--- config.mk ---
export PLATFORM = sky130hd
export DESIGN_NAME = branch_resolve_unit_flat
export DESIGN_NICKNAME = d
export VERILOG_FILES = /design/src/rtl/branch_resolve_unit_if.sv /design/src/rtl/branch_resolve_unit.sv /design/src/flat_wrapper.sv
export SDC_FILE = /design/constraint.sdc
export NUM_CORES = 1
export LEC_CHECK = 0
export ABC_AREA = 1
export CAP_MARGIN = 20
export CELL_PAD_IN_SITES_DETAIL_PLACEMENT = 1
export CELL_PAD_IN_SITES_GLOBAL_PLACEMENT = 2
export CORE_ASPECT_RATIO = 1.25
export CORE_MARGIN = 10
export CORE_UTILIZATION = 27
export DETAILED_ROUTE_END_ITERATION = 10
export GPL_ROUTABILITY_DRIVEN = 0
export GPL_TIMING_DRIVEN = 0
export PLACE_DENSITY_LB_ADDON = 0.1
export SYNTH_ARGS = -nofsm -noshare
export SYNTH_HDL_FRONTEND = slang
export SYNTH_SLANG_ARGS = --single-unit
--- constraint.sdc ---
create_clock -name clk -period 2.9 [get_ports clk]
set_input_delay 0.87 -clock clk [delete_from_list [all_inputs] [get_ports clk]]
set_output_delay 0.87 -clock clk [all_outputs]
set_load 0.05 [all_outputs]
--- src/rtl/branch_resolve_unit_if.sv ---
// ---------------------------------------------------------------------------
// branch_resolve_unit_if
//   Request/response bundle for the branch resolver.
//
//   Request channel (master -> slave, valid/ready):
//     req_valid, req_ready (back), funct3[2:0], rs1[W-1:0], rs2[W-1:0],
//     pc[PCW-1:0], imm[PCW-1:0]
//   Response channel (slave -> master, valid/ready):
//     rsp_valid, rsp_ready (back), taken, target[PCW-1:0],
//     next_pc[PCW-1:0], illegal
//
//   master : the execute stage issuing branches
//   slave  : branch_resolve_unit
// ---------------------------------------------------------------------------
interface branch_resolve_unit_if #(
  parameter int W   = 32,
  parameter int PCW = 32
);

  logic           req_valid;
  logic           req_ready;
  logic [2:0]     funct3;
  logic [W-1:0]   rs1;
  logic [W-1:0]   rs2;
  logic [PCW-1:0] pc;
  logic [PCW-1:0] imm;

  logic           rsp_valid;
  logic           rsp_ready;
  logic           taken;
  logic [PCW-1:0] target;
  logic [PCW-1:0] next_pc;
  logic           illegal;

  modport master (
    output req_valid, funct3, rs1, rs2, pc, imm, rsp_ready,
    input  req_ready, rsp_valid, taken, target, next_pc, illegal
  );

  modport slave (
    input  req_valid, funct3, rs1, rs2, pc, imm, rsp_ready,
    output req_ready, rsp_valid, taken, target, next_pc, illegal
  );

endinterface

--- src/rtl/branch_resolve_unit.sv ---
// ---------------------------------------------------------------------------
// branch_resolve_unit
//   Multi-cycle RISC-V branch-condition resolver. Operands are compared
//   CHUNK bits per cycle starting at the MSB; the first differing chunk
//   ends the scan early. The result drives taken / target / next_pc.
//
//   Parameters:
//     W     operand width (must be a multiple of CHUNK)
//     CHUNK bits compared per scan cycle (CHUNK == W -> single-cycle scan)
//     PCW   PC / immediate width
//
//   Ports:
//     clk    rising-edge clock
//     rst_n  asynchronous active-low reset
//     bus    branch_resolve_unit_if.slave (request + response channels)
//
//   State | Meaning
//   ------+---------------------------------------------------------------
//   IDLE  | ready for a request; response outputs hold their last values
//   SCAN  | comparing one chunk per cycle, MSB chunk first
//   RESP  | response valid and held until rsp_ready
// ---------------------------------------------------------------------------
module branch_resolve_unit #(
  parameter int W     = 32,
  parameter int CHUNK = 8,
  parameter int PCW   = 32
) (
  input  logic                  clk,
  input  logic                  rst_n,
  branch_resolve_unit_if.slave  bus
);

  localparam int NCHUNK = W / CHUNK;
  localparam int IDXW   = (NCHUNK > 1) ? $clog2(NCHUNK) : 1;
  localparam logic [IDXW-1:0] LAST_IDX = IDXW'(NCHUNK - 1);
  // XOR mask flipping only the operand MSB (signed -> offset-binary)
  localparam logic [W-1:0]    MSB_MASK = W'(1) << (W - 1);

  typedef enum logic [1:0] {
    IDLE = 2'd0,
    SCAN = 2'd1,
    RESP = 2'd2
  } state_e;

  state_e state_q, state_d;

  // captured request
  logic [IDXW-1:0] idx_q;
  logic [2:0]      funct3_q;
  logic [W-1:0]    a_q;
  logic [W-1:0]    b_q;
  logic [PCW-1:0]  target_q;
  logic [PCW-1:0]  pc4_q;

  // registered response
  logic            taken_r;
  logic            illegal_r;
  logic [PCW-1:0]  target_r;
  logic [PCW-1:0]  next_pc_r;

  // request decode
  logic            accept;
  logic            req_illegal;
  logic            req_signed;
  logic [PCW-1:0]  req_target;
  logic [PCW-1:0]  req_pc4;

  // chunk compare
  logic [NCHUNK-1:0][CHUNK-1:0] a_arr;
  logic [NCHUNK-1:0][CHUNK-1:0] b_arr;
  logic [IDXW-1:0] sel;
  logic [CHUNK-1:0] a_chunk;
  logic [CHUNK-1:0] b_chunk;
  logic            chunk_diff;
  logic            chunk_lt;
  logic            last_chunk;
  logic            scan_done;
  logic            res_eq;
  logic            res_lt;
  logic            res_taken;

  // -------------------------------------------------------------------------
  // Request decode
  // -------------------------------------------------------------------------
  assign accept      = bus.req_valid && (state_q == IDLE);
  assign req_illegal = (bus.funct3[2:1] == 2'b01);
  assign req_signed  = (bus.funct3[2:1] == 2'b10);
  assign req_target  = bus.pc + bus.imm;
  assign req_pc4     = bus.pc + PCW'(4);

  // -------------------------------------------------------------------------
  // Chunk compare. idx_q counts scan steps from the MSB chunk; the packed
  // array is numbered from the LSB, hence the reversal.
  // -------------------------------------------------------------------------
  assign a_arr      = a_q;
  assign b_arr      = b_q;
  assign sel        = LAST_IDX - idx_q;
  assign a_chunk    = a_arr[sel];
  assign b_chunk    = b_arr[sel];
  assign chunk_diff = (a_chunk != b_chunk);
  assign chunk_lt   = (a_chunk < b_chunk);
  assign last_chunk = (idx_q == LAST_IDX);
  assign scan_done  = chunk_diff || last_chunk;

  // Result of the scan step that ends it: a differing chunk decides lt,
  // reaching the last chunk without a difference means equal.
  assign res_eq = !chunk_diff;
  assign res_lt = chunk_diff && chunk_lt;

  always_comb begin
    res_taken = 1'b0;
    case (funct3_q)
      3'b000:         res_taken = res_eq;
      3'b001:         res_taken = !res_eq;
      3'b100, 3'b110: res_taken = res_lt;
      3'b101, 3'b111: res_taken = !res_lt;
      default:        res_taken = 1'b0;
    endcase
  end

  // -------------------------------------------------------------------------
  // FSM: state register
  // -------------------------------------------------------------------------
  always_ff @(posedge clk or negedge rst_n) begin
    if (!rst_n) begin
      state_q <= IDLE;
    end else begin
      state_q <= state_d;
    end
  end

  // -------------------------------------------------------------------------
  // FSM: next state
  // -------------------------------------------------------------------------
  always_comb begin
    state_d = state_q;
    case (state_q)
      IDLE: begin
        if (accept) begin
          state_d = req_illegal ? RESP : SCAN;
        end
      end
      SCAN: begin
        if (scan_done) begin
          state_d = RESP;
        end
      end
      RESP: begin
        if (bus.rsp_ready) begin
          state_d = IDLE;
        end
      end
      default: state_d = IDLE;
    endcase
  end

  // -------------------------------------------------------------------------
  // FSM: outputs
  // -------------------------------------------------------------------------
  always_comb begin
    bus.req_ready = (state_q == IDLE);
    bus.rsp_valid = (state_q == RESP);
    bus.taken     = taken_r;
    bus.target    = target_r;
    bus.next_pc   = next_pc_r;
    bus.illegal   = illegal_r;
  end

  // -------------------------------------------------------------------------
  // Datapath: request capture, scan index, response registers.
  // Response registers only change on entry to RESP, so they are stable for
  // the whole response and keep their values through IDLE.
  // -------------------------------------------------------------------------
  always_ff @(posedge clk or negedge rst_n) begin
    if (!rst_n) begin
      idx_q     <= '0;
      funct3_q  <= '0;
      a_q       <= '0;
      b_q       <= '0;
      target_q  <= '0;
      pc4_q     <= '0;
      taken_r   <= 1'b0;
      illegal_r <= 1'b0;
      target_r  <= '0;
      next_pc_r <= '0;
    end else begin
      case (state_q)
        IDLE: begin
          if (accept) begin
            idx_q    <= '0;
            funct3_q <= bus.funct3;
            // Flipping both MSBs makes the unsigned scan order match signed order.
            a_q      <= bus.rs1 ^ (req_signed ? MSB_MASK : '0);
            b_q      <= bus.rs2 ^ (req_signed ? MSB_MASK : '0);
            target_q <= req_target;
            pc4_q    <= req_pc4;
            if (req_illegal) begin
              taken_r   <= 1'b0;
              illegal_r <= 1'b1;
              target_r  <= req_target;
              next_pc_r <= req_pc4;
            end
          end
        end
        SCAN: begin
          if (scan_done) begin
            taken_r   <= res_taken;
            illegal_r <= 1'b0;
            target_r  <= target_q;
            next_pc_r <= res_taken ? target_q : pc4_q;
          end else begin
            idx_q <= idx_q + 1'b1;
          end
        end
        default: begin
        end
      endcase
    end
  end

endmodule

--- src/flat_wrapper.sv ---
// flat-port wrapper written by rule: the top's interface ports become plain ports
module branch_resolve_unit_flat 
#(
  parameter int W     = 32,
  parameter int CHUNK = 8,
  parameter int PCW   = 32
)
  (clk, rst_n, bus_req_valid, bus_funct3, bus_rs1, bus_rs2, bus_pc, bus_imm, bus_rsp_ready, bus_req_ready, bus_rsp_valid, bus_taken, bus_target, bus_next_pc, bus_illegal);
  branch_resolve_unit_if #(.W(W), .PCW(PCW)) bus_i ();
  input  logic clk;
  input  logic rst_n;
  input wire logic [$bits(bus_i.req_valid)-1:0] bus_req_valid;
  input wire logic [$bits(bus_i.funct3)-1:0] bus_funct3;
  input wire logic [$bits(bus_i.rs1)-1:0] bus_rs1;
  input wire logic [$bits(bus_i.rs2)-1:0] bus_rs2;
  input wire logic [$bits(bus_i.pc)-1:0] bus_pc;
  input wire logic [$bits(bus_i.imm)-1:0] bus_imm;
  input wire logic [$bits(bus_i.rsp_ready)-1:0] bus_rsp_ready;
  output wire logic [$bits(bus_i.req_ready)-1:0] bus_req_ready;
  output wire logic [$bits(bus_i.rsp_valid)-1:0] bus_rsp_valid;
  output wire logic [$bits(bus_i.taken)-1:0] bus_taken;
  output wire logic [$bits(bus_i.target)-1:0] bus_target;
  output wire logic [$bits(bus_i.next_pc)-1:0] bus_next_pc;
  output wire logic [$bits(bus_i.illegal)-1:0] bus_illegal;
  assign bus_i.req_valid = bus_req_valid;
  assign bus_i.funct3 = bus_funct3;
  assign bus_i.rs1 = bus_rs1;
  assign bus_i.rs2 = bus_rs2;
  assign bus_i.pc = bus_pc;
  assign bus_i.imm = bus_imm;
  assign bus_i.rsp_ready = bus_rsp_ready;
  assign bus_req_ready = bus_i.req_ready;
  assign bus_rsp_valid = bus_i.rsp_valid;
  assign bus_taken = bus_i.taken;
  assign bus_target = bus_i.target;
  assign bus_next_pc = bus_i.next_pc;
  assign bus_illegal = bus_i.illegal;
  branch_resolve_unit #(.W(W), .CHUNK(CHUNK), .PCW(PCW)) u_core (.clk(clk), .rst_n(rst_n), .bus(bus_i));
endmodule
==> impl_metrics.toml, run 1 <==
[route]
vias_per_cell = 4.824
avgRoutedWirePerCell_um = 22.23
drtIter0Drc = 461
drc = 0
drtPass1Iterations = 4
ant_nets = 0
vias = 12140
drt_wl_total_um = 55950

[clock_network]
insertion_delay_ns = 0.54
root_buffer = "clkbuf_16"
max-clock-path-buffers = 3
clkTransAtPathRegs_ns = 0.06
cts_max_level = 1
cts-buffers-inserted = 25
cts.sinks = 201
cts_tree = "done"
hold_buffers = 0

[status]
status = "finished clean"

[setup_path]
path_class = "flip-flop to flip-flop"
cp-start-kind = "flip-flop"
cp.arrival_ns = 3.27
critPathMaxFanout = 8
critPathRequiredTime_ns = 3.33
crit_path_end_kind = "flip-flop"

[layout]
fin_cells = 2517
final_cell_mix = "nand2_1, dfrtp_1, clkdlybuf4s50_1"
final_common_cell = "nand2_1"
n_fill_cell = 5371
syn_to_final_growth_pct = 37.54
nets = 2104
diodes = 0
drive_above_1_share_pct = 10.39
fin_area_um2 = 16500

[power]
power.total_mw = 19.35
powerDensity_nw_per_um2 = 1173
peakVddDrop_mv = 0.5376
p_leak_nw = 8.005

[timing]
timing.setup.tns_ns = 0
fin_crit_ns = 2.842
fin_crit_sh_pct = 98.00
rsz0062_at_grt = "true"
finClkSkew_ns = 0.01437
worst_pin_slew_ns = 0.8805
max_clock_freq_mhz = 351.9
final-hold-violation-count = 0
drv_slew = 0
setup_viol_count_final = 0
slew_headroom_pct = 41.30

[yosys]
yosysUniqueCellTypes = 40
synth_edf_count = 0
synth-main-ff-cell = "dfrtp_1"
netlist_top_cells_area = "dfrtp_1, nand2_1, inv_1, ha_1, nand3_1"
seq_area_frac_synth_pct = 41.93
async_flop_share_pct = 100.0
syn_area_um2 = 12000
yosys_warnings = 0
synthesis.nets = 1858
yosysTopAreaCellShare_pct = 41.93
synth.avg_cell_area_um2 = 7.136
ys_ff_latch = 201
synth_cells = 1681
synth_top_area_cell = "dfrtp_1"

[global_route]
grt_pass1_vias = 12980
grt_max_degree = 105
antenna_found_initial = 0
grt_pass1_wl_um = 81430
gr-total-overflow = 0
grtUsageTotal_pct = 19.95

[floorplanning]
io_pins = 203
dieArea_um2 = 53310
die_y_um = 255.7
rows = 86
core_um2 = 44010
dieWidth_um = 208.5
initial_core_util_pct = 27.26

[min_path]
hp-class = "input port to async pin"

[placed_design]
io_buffers = 202
placed_area_um2 = 14770
dp_cells = 2456
hpwlAfterDp_um = 44170

[flow_run]
maxCapViolCount = 0
## worst max-delay path, cell delays in order, from the launching register on
cell and delay [ns]:
dfrtp_2 0.47, clkinv_4 0.16, clkbuf_16 0.17, nand2_1 0.05, a32o_2 0.27, ha_4 0.26
nand2_4 0.07, nor2_4 0.04, nand2_2 0.09, nand2_2 0.07, nor2_4 0.15, nand2_2 0.09
nand2_4 0.11, nand3_4 0.24, clkbuf_16 0.28, nand2_4 0.06, nand2_2 0.04, nand2_1 0.05
nand2_1 0.05
## synth_stat cells, types with 11 or more instances
library cell / count
nand3_1: 90
buf_2: 22
inv_1: 145
clkbuf_1: 36
nor2_1: 106
a22oi_1: 34
nand2_1: 703
xnor2_1: 11
nand4_1: 33
nor3_1: 26
xor2_1: 28
dfrtp_1: 201
o21ai_0: 75
ha_1: 41
a21oi_1: 46
## power breakdown
| group | internal (mW) | switching, mW |
|---|---|---|
| Clock | 1.99 | 1.30 |
| Sequential | 4.19 | 1.02 |
| Combinational | 3.91 | 6.95 |
| Total | 10.1 | 9.27 |
## state kept, by name, indices dropped and copies added (netlist names)
register and flops:
u_core.funct3_q 3, u_core.a_arr 32, u_core.state_q 2, u_core.bus.next_pc 32
u_core.pc4_q 32, u_core.target_q 32, u_core.bus.taken 1, u_core.bus.illegal 1
u_core.bus.target 32, u_core.b_arr 32, u_core.idx_q 2
## through the flow
step / utilization, % / hold slack (ns) / setup WS (ns)
after global placement: 33.48 / 0.4522 / -8.295
after CTS: 35.90 / 0.4310 / 0.002201
after detailed placement: 33.55 / 0.4622 / -1.089
after global routing: 37.49 / 0.4460 / -0.05444
after floorplan: - / 0.4366 / 0.1977
final: 37.49 / 0.3659 / 0.05799
## cell type report
class / count / area (um^2) / area share (%)
clock buffer: 40 / 772.0 / 4.679
clock inverter: 5 / 75.07 / 0.4550
buffer: 66 / 481.7 / 2.920
timing repair buffer: 220 / 2315 / 14.03
multi-input combinational: 1264 / 6540 / 39.64
tap: 572 / 715.7 / 4.338
sequential: 201 / 5032 / 30.50
inverter: 149 / 566.8 / 3.435
## path summary, 6_finish.rpt
path                                              start                            endpoint  slack [ns]  cells after the start
max                         u_core.idx_q[0]$_DFFE_PN0P_  u_core.bus.next_pc[25]$_DFFE_PN0P_        0.06                     18
min                                               rst_n        u_core.a_arr[18]$_DFFE_PN0P_        0.37                      1
max reg2reg                 u_core.idx_q[0]$_DFFE_PN0P_  u_core.bus.next_pc[25]$_DFFE_PN0P_        0.06                     18
min reg2reg                u_core.a_arr[28]$_DFFE_PN0P_        u_core.a_arr[28]$_DFFE_PN0P_        0.47                      2
max in group asynchronous                         rst_n   u_core.bus.target[27]$_DFFE_PN0P_        1.48                      2
min in group clk           u_core.a_arr[28]$_DFFE_PN0P_        u_core.a_arr[28]$_DFFE_PN0P_        0.47                      2
## repair_timing
item	4_1_cts	5_1_grt
cloned	0	7
setup endpoints to repair	80	78
pin swaps	2	21
gates resized for setup	62	137
setup buffers	5	5
## cell families (layout without fill, tap and decap cells)
family          after synthesis  in the layout  synth area share [%]
simple gates                980            980                 33.37
buf+inv                     216            480                 7.301
compound gates              203            203                 10.11
flops                       201            201                 41.93
fa+ha+maj                    42             42                 4.444
xor+xnor                     39             39                 2.848
## layer usage
metal | part of all wire [%] | GRT usage [%] | wire, um
met2 | 54 | 37.99 | 30100
met3 | 3.0 | 2.294 | 1689
met5 | 0 | 0 | 0
met1 | 40 | 22.41 | 22530
met4 | 2.9 | 6.269 | 1637
(Power assumes the default switching activity.)
==> run 2: changes to the inputs <==
--- a/config.mk
+++ b/config.mk
@@ -7,15 +7,14 @@
 export LEC_CHECK = 0
 export ABC_AREA = 1
 export CAP_MARGIN = 20
-export CELL_PAD_IN_SITES_DETAIL_PLACEMENT = 1
-export CELL_PAD_IN_SITES_GLOBAL_PLACEMENT = 2
 export CORE_ASPECT_RATIO = 1.25
 export CORE_MARGIN = 10
-export CORE_UTILIZATION = 27
+export CORE_UTILIZATION = 49
 export DETAILED_ROUTE_END_ITERATION = 10
 export GPL_ROUTABILITY_DRIVEN = 0
 export GPL_TIMING_DRIVEN = 0
-export PLACE_DENSITY_LB_ADDON = 0.1
+export HOLD_SLACK_MARGIN = 0.05
+export PLACE_DENSITY = 0.78
 export SYNTH_ARGS = -nofsm -noshare
 export SYNTH_HDL_FRONTEND = slang
 export SYNTH_SLANG_ARGS = --single-unit
==> impl_metrics.toml, run 2 (same netlist as run 1, synthesis figures left out) <==
[floorplanning]
dieWidth_um = 159.9
io_pins = 203
rows = 63
die_y_um = 194.9
initial_core_util_pct = 50.22
dieArea_um2 = 31180
core_um2 = 23880

[setup_path]
crit_path_end_kind = "flip-flop"
crit_buf_inv = 3
path_class = "flip-flop to flip-flop"
cp-startpoint = "u_core.idx_q[0]$_DFFE_PN0P_"
critPathMaxFanout = 10
crit_path_max_incr_delay_ns = 0.47
r2r_slack_ns = 0.03
critPathRequiredTime_ns = 3.30
r2r_start = "u_core.idx_q[0]$_DFFE_PN0P_"
cp-start-kind = "flip-flop"
r2r-end = "u_core.bus.next_pc[18]$_DFFE_PN0P_"
crit_path_frequent_cell = "nand2_1"
critPathSlowestCell = "dfrtp_2"
cp.depth = 18
cp.arrival_ns = 3.27
reg2reg_depth = 18
worstPathCellList = "inv_4 -> buf_6 -> nand2_1 -> a32o_1 -> ha_1 -> nand2_2 -> nor2_4 -> nand2_1 -> nand2_1 -> nor2_2 -> nand2_1 -> nand2_4 -> nand3_4 -> buf_8 -> nand2_1 -> nand2_1 -> nand2_1 -> nand2_1"
critPathTopFamily = "simple AND/OR/NAND/NOR gates"
worstSetupEndpoint = "u_core.bus.next_pc[18]$_DFFE_PN0P_"

[route]
drtPass1Iterations = 5
ant_nets = 0
drc = 0
avgRoutedWirePerCell_um = 19.61
vias = 12660
vias_per_cell = 5.615
drtIter0Drc = 1178
drt_wl_total_um = 44230

[clock_network]
root_buffer = "clkbuf_16"
cts.sinks = 201
cts-buffers-inserted = 23
clkTransAtPathRegs_ns = 0.06
cts_tree = "done"
max-clock-path-buffers = 3
cts_max_level = 1
insertion_delay_ns = 0.53

[layout]
finish.utilization_pct = 65.01
diodes = 0
drive_above_1_share_pct = 6.788
nets = 2093
final_cell_mix = "nand2_1, dfrtp_1, clkdlybuf4s50_1"
syn_to_final_growth_pct = 29.45
final_common_cell = "nand2_1"

[global_route]
gr-total-overflow = 0
grt_pass1_vias = 12620
antenna_found_initial = 0
grt_max_degree = 109
grtUsageTotal_pct = 27.11
grt_pass1_wl_um = 67980

[timing]
finClkSkew_ns = 0.01718
fin_crit_ns = 2.868
max_clock_freq_mhz = 348.7
timing.setup.tns_ns = 0
drv_slew = 0
fin_crit_sh_pct = 98.89
setup_viol_count_final = 0
hold_ws_ns = 0.3427
final-hold-violation-count = 0
slew_headroom_pct = 50.23
rsz0062_at_grt = "true"
worst_pin_slew_ns = 0.7466

[placed_design]
hpwlAfterDp_um = 33490
io_buffers = 202

[flow_run]
maxCapViolCount = 0

[power]
p_leak_nw = 7.737
power.total_mw = 17.75
powerDensity_nw_per_um2 = 1143
peakVddDrop_mv = 0.5526

[status]
status = "finished clean"

[min_path]
hp-class = "input port to async pin"
==> run 2: changes by cell type in the layout (fill, tap and decap cells not counted), sizes merged <==
cell / delta
clkinvlp: +2
clkinv: -2
inv: +2
clkbuf: -18
bufinv: +1
dlygate4sd2: -4
buf: -1
clkdlybuf4s50: +4
nand3: +1
==> run 2: area by class of cell <==
cell class / instances / area (um^2)
Tap cell: 325 / 406.6
Clock buffer: 31 / 635.6
Fill cell: 2063 / 8357
Sequential cell: 201 / 5032
Multi-Input combinational cell: 1265 / 6216
Buffer: 66 / 401.6
Clock inverter: 8 / 123.9
Timing Repair Buffer: 210 / 2150
Inverter: 149 / 561.8
==> run 2: per-stage QoR <==
step | worst slack [ns] | std cells | area [um^2]
2_1_floorplan | 0.1977 | 1681 | 12000
4_1_cts | -0.001122 | 2250 | 15320
6_report | 0.03220 | 2255 | 15530
3_3_place_gp | -7.403 | 2208 | 14420
5_1_grt | -0.05142 | 2255 | 15530
3_5_place_dp | -0.5782 | 2209 | 14460
==> run 2: timing repair <==
item,CTS,global route
pin swaps,1,4
cloned,0,3
endpoints found under the setup margin,68,76
setup buffers,3,2
resized for setup,37,52
hold buffers,0,0
==> run 2: worst min-delay path by stage <==
stage                                            start                      endpoint  slack (ns)  cells after the start
after floorplan           u_core.a_arr[10]$_DFFE_PN0P_  u_core.a_arr[10]$_DFFE_PN0P_        0.44                      2
after global placement    u_core.a_arr[20]$_DFFE_PN0P_  u_core.a_arr[20]$_DFFE_PN0P_        0.45                      2
after detailed placement  u_core.a_arr[21]$_DFFE_PN0P_  u_core.a_arr[21]$_DFFE_PN0P_        0.45                      2
after CTS                                        rst_n  u_core.a_arr[19]$_DFFE_PN0P_        0.40                      1
after global routing                             rst_n  u_core.a_arr[13]$_DFFE_PN0P_        0.42                      1
final                                            rst_n  u_core.a_arr[19]$_DFFE_PN0P_        0.34                      1
==> run 2: layer usage <==
metal / wire, um / track usage, % / vias to the layer above
li1: - / - / 5868
met2: 20240 / 44.37 / 746
met5: 0 / 0 / -
met3: 3931 / 5.180 / 200
met4: 3280 / 16.94 / 0
met1: 16780 / 32.16 / 5847
==> run 2: report_power, final <==
| part | switching, mW | leakage [nW] | internal [mW] | total [mW] |
|---|---|---|---|---|
| combinational | 6.32 | 4.89 | 3.32 | 9.64 |
| sequential | 0.917 | 2.48 | 4.19 | 5.10 |
| clock | 1.21 | 0.366 | 1.80 | 3.01 |
| total | 8.45 | 7.74 | 9.30 | 17.8 |
==> run 2: worst register-to-register path: cells and delay by family, from the launching register on <==
kind | cells | cell delay, ns
AOI/OAI and AO/OA | 1 | 0.23
adders and majority gates | 1 | 0.32
buffers and inverters | 3 | 0.49
DFF | 1 | 0.47
and+or+nand+nor | 13 | 1.23
